`src/rtl/fifo_pkg.sv`:
```
// fifo_pkg: shared helpers and mode encoding for the parametrised FIFO family.
// Revision: 1.0
`default_nettype none

package fifo_pkg;

    typedef enum logic {
        MODE_STD  = 1'b0,
        MODE_FWFT = 1'b1
    } fifo_mode_e;

    function automatic int depth_of(input int addr_width);
        return 1 << addr_width;
    endfunction

    function automatic int count_width(input int addr_width);
        return addr_width + 1;
    endfunction

endpackage

`default_nettype wire

```
`src/rtl/fwft_fifo_param_ram.sv`:
```
// fifo_sdp_ram: simple dual-port RAM, one write port, one synchronous read port.
// Revision: 1.0
`default_nettype none

module fifo_sdp_ram #(
    parameter int DATA_WIDTH = 8,
    parameter int ADDR_WIDTH = 4
) (
    input  logic                  clk,
    input  logic                  rst_n,
    input  logic                  i_wr_en,
    input  logic [ADDR_WIDTH-1:0] i_wr_addr,
    input  logic [DATA_WIDTH-1:0] i_wr_data,
    input  logic                  i_rd_en,
    input  logic [ADDR_WIDTH-1:0] i_rd_addr,
    output logic [DATA_WIDTH-1:0] o_rd_data
);

    import fifo_pkg::*;

    localparam int DEPTH = depth_of(ADDR_WIDTH);

    logic [DATA_WIDTH-1:0] r_mem [0:DEPTH-1];
    logic [DATA_WIDTH-1:0] r_rd_data;

    always_ff @(posedge clk) begin
        if (i_wr_en) begin
            r_mem[i_wr_addr] <= i_wr_data;
        end
    end

    // Only the output register is reset; the array holds stale data after reset.
    always_ff @(posedge clk or negedge rst_n) begin
        if (!rst_n) begin
            r_rd_data <= '0;
        end else if (i_rd_en) begin
            r_rd_data <= r_mem[i_rd_addr];
        end
    end

    assign o_rd_data = r_rd_data;

endmodule

`default_nettype wire

```
`src/rtl/fwft_fifo_param.sv`:
```
// fwft_fifo_param: parametrised synchronous FIFO with optional first-word-fall-through output.
// Revision: 1.0
`default_nettype none

module fwft_fifo_param
    import fifo_pkg::*;
#(
    parameter int DATA_WIDTH = 8,
    parameter int ADDR_WIDTH = 4,
    parameter int FWFT       = 1,
    parameter int AF_THRESH  = (2 ** ADDR_WIDTH) - 2,
    parameter int AE_THRESH  = 1
) (
    input  logic                  clk,
    input  logic                  reset_n,
    input  logic                  wr_en,
    input  logic [DATA_WIDTH-1:0] din,
    input  logic                  rd_en,
    output logic [DATA_WIDTH-1:0] dout,
    output logic                  full,
    output logic                  empty,
    output logic                  almost_full,
    output logic                  almost_empty,
    output logic [ADDR_WIDTH:0]   count,
    output logic                  wr_overflow,
    output logic                  rd_underflow
);

    localparam int             CW      = count_width(ADDR_WIDTH);
    localparam int             DEPTH   = depth_of(ADDR_WIDTH);
    localparam fifo_mode_e     c_mode  = (FWFT != 0) ? MODE_FWFT : MODE_STD;
    localparam logic [CW-1:0]  c_depth = CW'(DEPTH);
    localparam logic [CW-1:0]  c_one   = CW'(1);
    localparam logic [CW-1:0]  c_af    = CW'(AF_THRESH);
    localparam logic [CW-1:0]  c_ae    = CW'(AE_THRESH);

    logic [ADDR_WIDTH-1:0] r_wr_ptr;
    logic [ADDR_WIDTH-1:0] r_rd_ptr;
    logic [CW-1:0]         r_ram_cnt;
    logic                  r_wr_overflow;
    logic                  r_rd_underflow;

    logic                  w_ram_full;
    logic                  w_ram_empty;
    logic                  w_wr_acc;
    logic                  w_int_rd;
    logic                  w_empty;
    logic [CW-1:0]         w_count;

    assign w_ram_full  = (r_ram_cnt == c_depth);
    assign w_ram_empty = (r_ram_cnt == '0);
    assign w_wr_acc    = wr_en && !w_ram_full;

    generate
        if (c_mode == MODE_FWFT) begin : g_fwft
            logic r_dav;

            // Prefetch whenever the output register is free or being popped.
            assign w_int_rd = !w_ram_empty && (!r_dav || rd_en);

            always_ff @(posedge clk or negedge reset_n) begin
                if (!reset_n) begin
                    r_dav <= 1'b0;
                end else if (w_int_rd) begin
                    r_dav <= 1'b1;
                end else if (rd_en) begin
                    r_dav <= 1'b0;
                end
            end

            assign w_empty = !r_dav;
            assign w_count = r_ram_cnt + {{ADDR_WIDTH{1'b0}}, r_dav};
        end else begin : g_std
            assign w_int_rd = rd_en && !w_ram_empty;
            assign w_empty  = w_ram_empty;
            assign w_count  = r_ram_cnt;
        end
    endgenerate

    always_ff @(posedge clk or negedge reset_n) begin
        if (!reset_n) begin
            r_wr_ptr       <= '0;
            r_rd_ptr       <= '0;
            r_ram_cnt      <= '0;
            r_wr_overflow  <= 1'b0;
            r_rd_underflow <= 1'b0;
        end else begin
            r_wr_overflow  <= wr_en && w_ram_full;
            r_rd_underflow <= rd_en && w_empty;
            if (w_wr_acc) begin
                r_wr_ptr <= r_wr_ptr + 1'b1;
            end
            if (w_int_rd) begin
                r_rd_ptr <= r_rd_ptr + 1'b1;
            end
            case ({w_wr_acc, w_int_rd})
                2'b10:   r_ram_cnt <= r_ram_cnt + c_one;
                2'b01:   r_ram_cnt <= r_ram_cnt - c_one;
                default: r_ram_cnt <= r_ram_cnt;
            endcase
        end
    end

    fifo_sdp_ram #(
        .DATA_WIDTH (DATA_WIDTH),
        .ADDR_WIDTH (ADDR_WIDTH)
    ) u_ram (
        .clk       (clk),
        .rst_n     (reset_n),
        .i_wr_en   (w_wr_acc),
        .i_wr_addr (r_wr_ptr),
        .i_wr_data (din),
        .i_rd_en   (w_int_rd),
        .i_rd_addr (r_rd_ptr),
        .o_rd_data (dout)
    );

    assign full         = w_ram_full;
    assign empty        = w_empty;
    assign count        = w_count;
    assign almost_full  = (w_count >= c_af);
    assign almost_empty = (w_count <= c_ae);
    assign wr_overflow  = r_wr_overflow;
    assign rd_underflow = r_rd_underflow;

endmodule

`default_nettype wire

```
`config.mk`:
```
export PLATFORM = sky130hd
export DESIGN_NAME = fwft_fifo_param
export DESIGN_NICKNAME = d
export VERILOG_FILES = /design/src/rtl/fifo_pkg.sv /design/src/rtl/fwft_fifo_param_ram.sv /design/src/rtl/fwft_fifo_param.sv
export SDC_FILE = /design/constraint.sdc
export NUM_CORES = 1
export LEC_CHECK = 0
export CORE_MARGIN = 5
export CORE_UTILIZATION = 30
export CTS_BUF_LIST = sky130_fd_sc_hd__clkbuf_8
export DETAILED_ROUTE_END_ITERATION = 7
export HOLD_SLACK_MARGIN = 0.12
export PLACE_DENSITY = 0.47
export SYNTH_ARGS = -nofsm -noshare
export SYNTH_HDL_FRONTEND = slang
export SYNTH_SLANG_ARGS = --single-unit
```
`constraint.sdc`:
```
create_clock -name clk -period 7.4 [get_ports clk]
set_input_delay 1.11 -clock clk [delete_from_list [all_inputs] [get_ports clk]]
set_output_delay 1.11 -clock clk [all_outputs]
set_load 0.005 [all_outputs]
```
==> flow_metrics.tcl <==
set metrics [dict create \
    final_max_slew_viol_count 0 \
    place_inst 640 \
    syn-cell-area_um2 6320 \
    multi_input_area_um2 1720 \
    worstSetupPathType "primary input to flip-flop" \
    seq_area_um2 4450 \
    ant_nets 0 \
    slew_headroom 0.213 \
    cts.htree.levels 4 \
    hpwl_um 8070 \
    cts_hold_buf 0 \
    ir_drop_uv 137 \
    synth_cell_types 41 \
    fmax_mhz 276 \
    ff2ff_setup_slack_ns 4.04 \
    antenna_found_initial 0 \
    met1_usage 0.148 \
    post_cts_resized 0 \
    end_kind "flip-flop" \
    cp.required_ns 7.72 \
    yosys_warnings 0 \
    fillCellCount 1991 \
    clockRootBuffer "clkbuf_8" \
    syn_area_per_cell_um2 18.1 \
    status "finished clean" \
    gp_congestion 0.750 \
    final_cell_count_no_fill 672 \
    avgViaCountPerCell 4.63 \
    wl_per_cell_um 19.2 \
    intPower_mw 1.72 \
    cts_tree "built" \
    grt.total_usage 0.114 \
    cp.arrival_ns 3.95 \
    die_w_um 155 \
    overflow 0 \
    worstHoldPathCells 1 \
    rr_worst_depth 10 \
    place_ws_ns 3.31 \
    worstReg2RegEnd "r_ram_cnt[4]$_DFFE_PN0P_" \
    yosys_most_used_dff "edfxtp_1" \
    drc 0 \
    setup_viol 0 \
    min_from "g_fwft.r_dav$_DFFE_PN0P_" \
    hold_viol 0 \
    core_um2 20900 \
    cts_buffers 17 \
    grt_pass1_vias 3376 \
    layout_commonest_cell "edfxtp_1" \
    io_pins 31 \
    layout_common_cells "edfxtp_1, clkdlybuf4s50_1, mux4_2, dfrtp_1, clkbuf_8" \
    max_slew.worst_pin.slew_ns 1.17 \
    rows 53 \
    cp-start-kind "primary input" \
    hold_end "rd_underflow$_DFF_PN0_" \
    drtIter0Drc 166 \
    clk_pin_slew_ns 0.08 \
    start_util 0.302 \
    synthCells 349 \
    busiest_layer "met2" \
    rsz0062_at_grt "false" \
    synthToLayoutAreaGrowth_pct 13.8 \
    cts_buffer_depth 2 \
    hold_path.class "flip-flop to flip-flop" \
    crit_start "wr_en" \
    first_pass_iters 4 \
    use_met2 0.183 \
    clk_latency_ns 0.44 \
    yosysTopAreaCell "edfxtp_1" \
    synthArstFlopShare 0.158 \
    ys_seq_area_frac 0.704 \
    grt_max_degree 36 \
    use_met3 0.0317 \
    cts_setup_buffers 0 \
    power_frac_clock 0.201 \
    powerDensity_nw_per_um2 354 \
    die_area_um2 24100 \
    fin_ws_ns 3.77 \
    drv_cap 0 \
    yosys-top-cells-area "edfxtp_1, dfrtp_1, mux4_2" \
    skew_ns 0.00743 \
    min_period_over_period 0.490 \
    ys_ff_latch 152 \
    die_h_um 155 \
    vias 3114 \
    grt_pass1_wl_um 20100 \
    seq_power_share 0.460 \
    leakage_nw 2.44 \
    critPathMaxFanout 9 \
    synth_fp_nets 372 \
    port-buffer-count 30 \
    p_switching_uw 821 \
    swShare 0.323 \
    nets 407 \
    wirelength_um 12900 \
    synth_top_area_share 0.609 \
    p_comb_frac 0.339 \
    rr_startpoint "r_ram_cnt[2]$_DFFE_PN0P_" \
    cts.sinks 152 \
    drive_above_1_share 0.149 \
    synth_edf_count 128 \
    fin_setup_tns_ns 0 \
    timing.final.crit_period_ns 3.63 \
    antenna_cells 0 \
]
[sequential cells by signal (all words and copies together), names as in the netlist]
| name | count |
|---|---|
| u_ram.r_mem | 128 |
| u_ram.o_rd_data | 8 |
| r_ram_cnt | 5 |
| r_rd_ptr | 4 |
| r_wr_ptr | 4 |
| g_fwft.r_dav | 1 |
| rd_underflow | 1 |
| wr_overflow | 1 |
[power by group through the flow]
| stage | clock [mW] | sequential, mW | combinational, mW |
|---|---|---|---|
| 2_1_floorplan | 0 | 1.12 | 0.658 |
| 5_1_grt | 0.570 | 1.19 | 0.950 |
| 6_report | 0.511 | 1.17 | 0.863 |
| 4_1_cts | 0.531 | 1.17 | 0.884 |
| 3_5_place_dp | 0 | 1.19 | 0.881 |
| 3_3_place_gp | 0 | 1.19 | 0.874 |
[worst max-delay path, stage by stage]
cell and delay, ns:
clkdlybuf4s50_1 0.48, a21boi_1 0.68, inv_1 0.14, ha_1 0.33
xor2_1 0.18, ha_1 0.22, o211a_1 0.24, or4_1 0.41
nand3_1 0.10, nor3b_1 0.05
[area by class of cell]
cell class	instances	share of cell area
clock buffer	17	0.0325
clock inverter	15	0.0101
inverter	7	0.00365
multi-input combinational	169	0.239
sequential	152	0.618
tap	275	0.0479
timing repair buffer	37	0.0491
[per-stage QoR]
step	util	hold slack, ns	cell area [um^2]	total power [mW]
finish	0.344	0.495	7190	2.54
global route	0.344	0.517	7190	2.71
CTS	0.344	0.497	7190	2.59
detailed placement	0.330	0.488	6880	2.07
global placement	0.330	0.475	6880	2.06
floorplan	-	0.450	6320	1.78
[per-layer routing]
layer | vias up | part of all wire
li1 | 1444 | -
met1 | 1606 | 0.46
met2 | 54 | 0.49
met3 | 10 | 0.035
met4 | 0 | 0.015
met5 | - | 0
[synth_stat cells, types with 2 or more instances]
| cell type | n |
|---|---|
| nand2_1 | 13 |
| buf_1 | 3 |
| nor2_1 | 15 |
| nand2b_1 | 6 |
| a21oi_1 | 10 |
| xor2_1 | 6 |
| buf_6 | 2 |
| inv_1 | 6 |
| ha_1 | 11 |
| and2_1 | 2 |
| mux4_1 | 8 |
| nor3b_1 | 3 |
| buf_4 | 2 |
| a211o_1 | 8 |
| clkbuf_1 | 5 |
| nor2b_1 | 11 |
| nand4_1 | 2 |
| buf_2 | 7 |
| nand3_1 | 3 |
| mux2i_1 | 8 |
| a22o_1 | 8 |
| xnor2_1 | 7 |
| nor4_1 | 3 |
| edfxtp_1 | 128 |
| dfrtp_1 | 24 |
| nor3_1 | 4 |
| o21ai_0 | 7 |
| mux4_2 | 24 |
[cells by family (layout without fill, tap and decap cells)]
group           Yosys count  count (layout)  synth area share
fa+ha+maj                11              11            0.0218
flops                   152             152             0.704
xor+xnor                 13              13            0.0180
simple gates             66              66            0.0549
compound gates           38              38            0.0436
mux                      41              41             0.133
buf+inv                  28              76            0.0248
[worst max path at each step]
stage                                to  cells past startpoint  slack [ns]
6_report       r_ram_cnt[4]$_DFFE_PN0P_                     10        3.77
5_1_grt        r_ram_cnt[4]$_DFFE_PN0P_                     10        3.56
4_1_cts                    almost_empty                      7        3.73
3_5_place_dp   r_ram_cnt[4]$_DFFE_PN0P_                     10        3.31
3_3_place_gp   r_ram_cnt[4]$_DFFE_PN0P_                     10        3.36
2_1_floorplan  r_ram_cnt[4]$_DFFE_PN0P_                     10        4.15
Note: power is estimated with default switching activity, not from simulation.
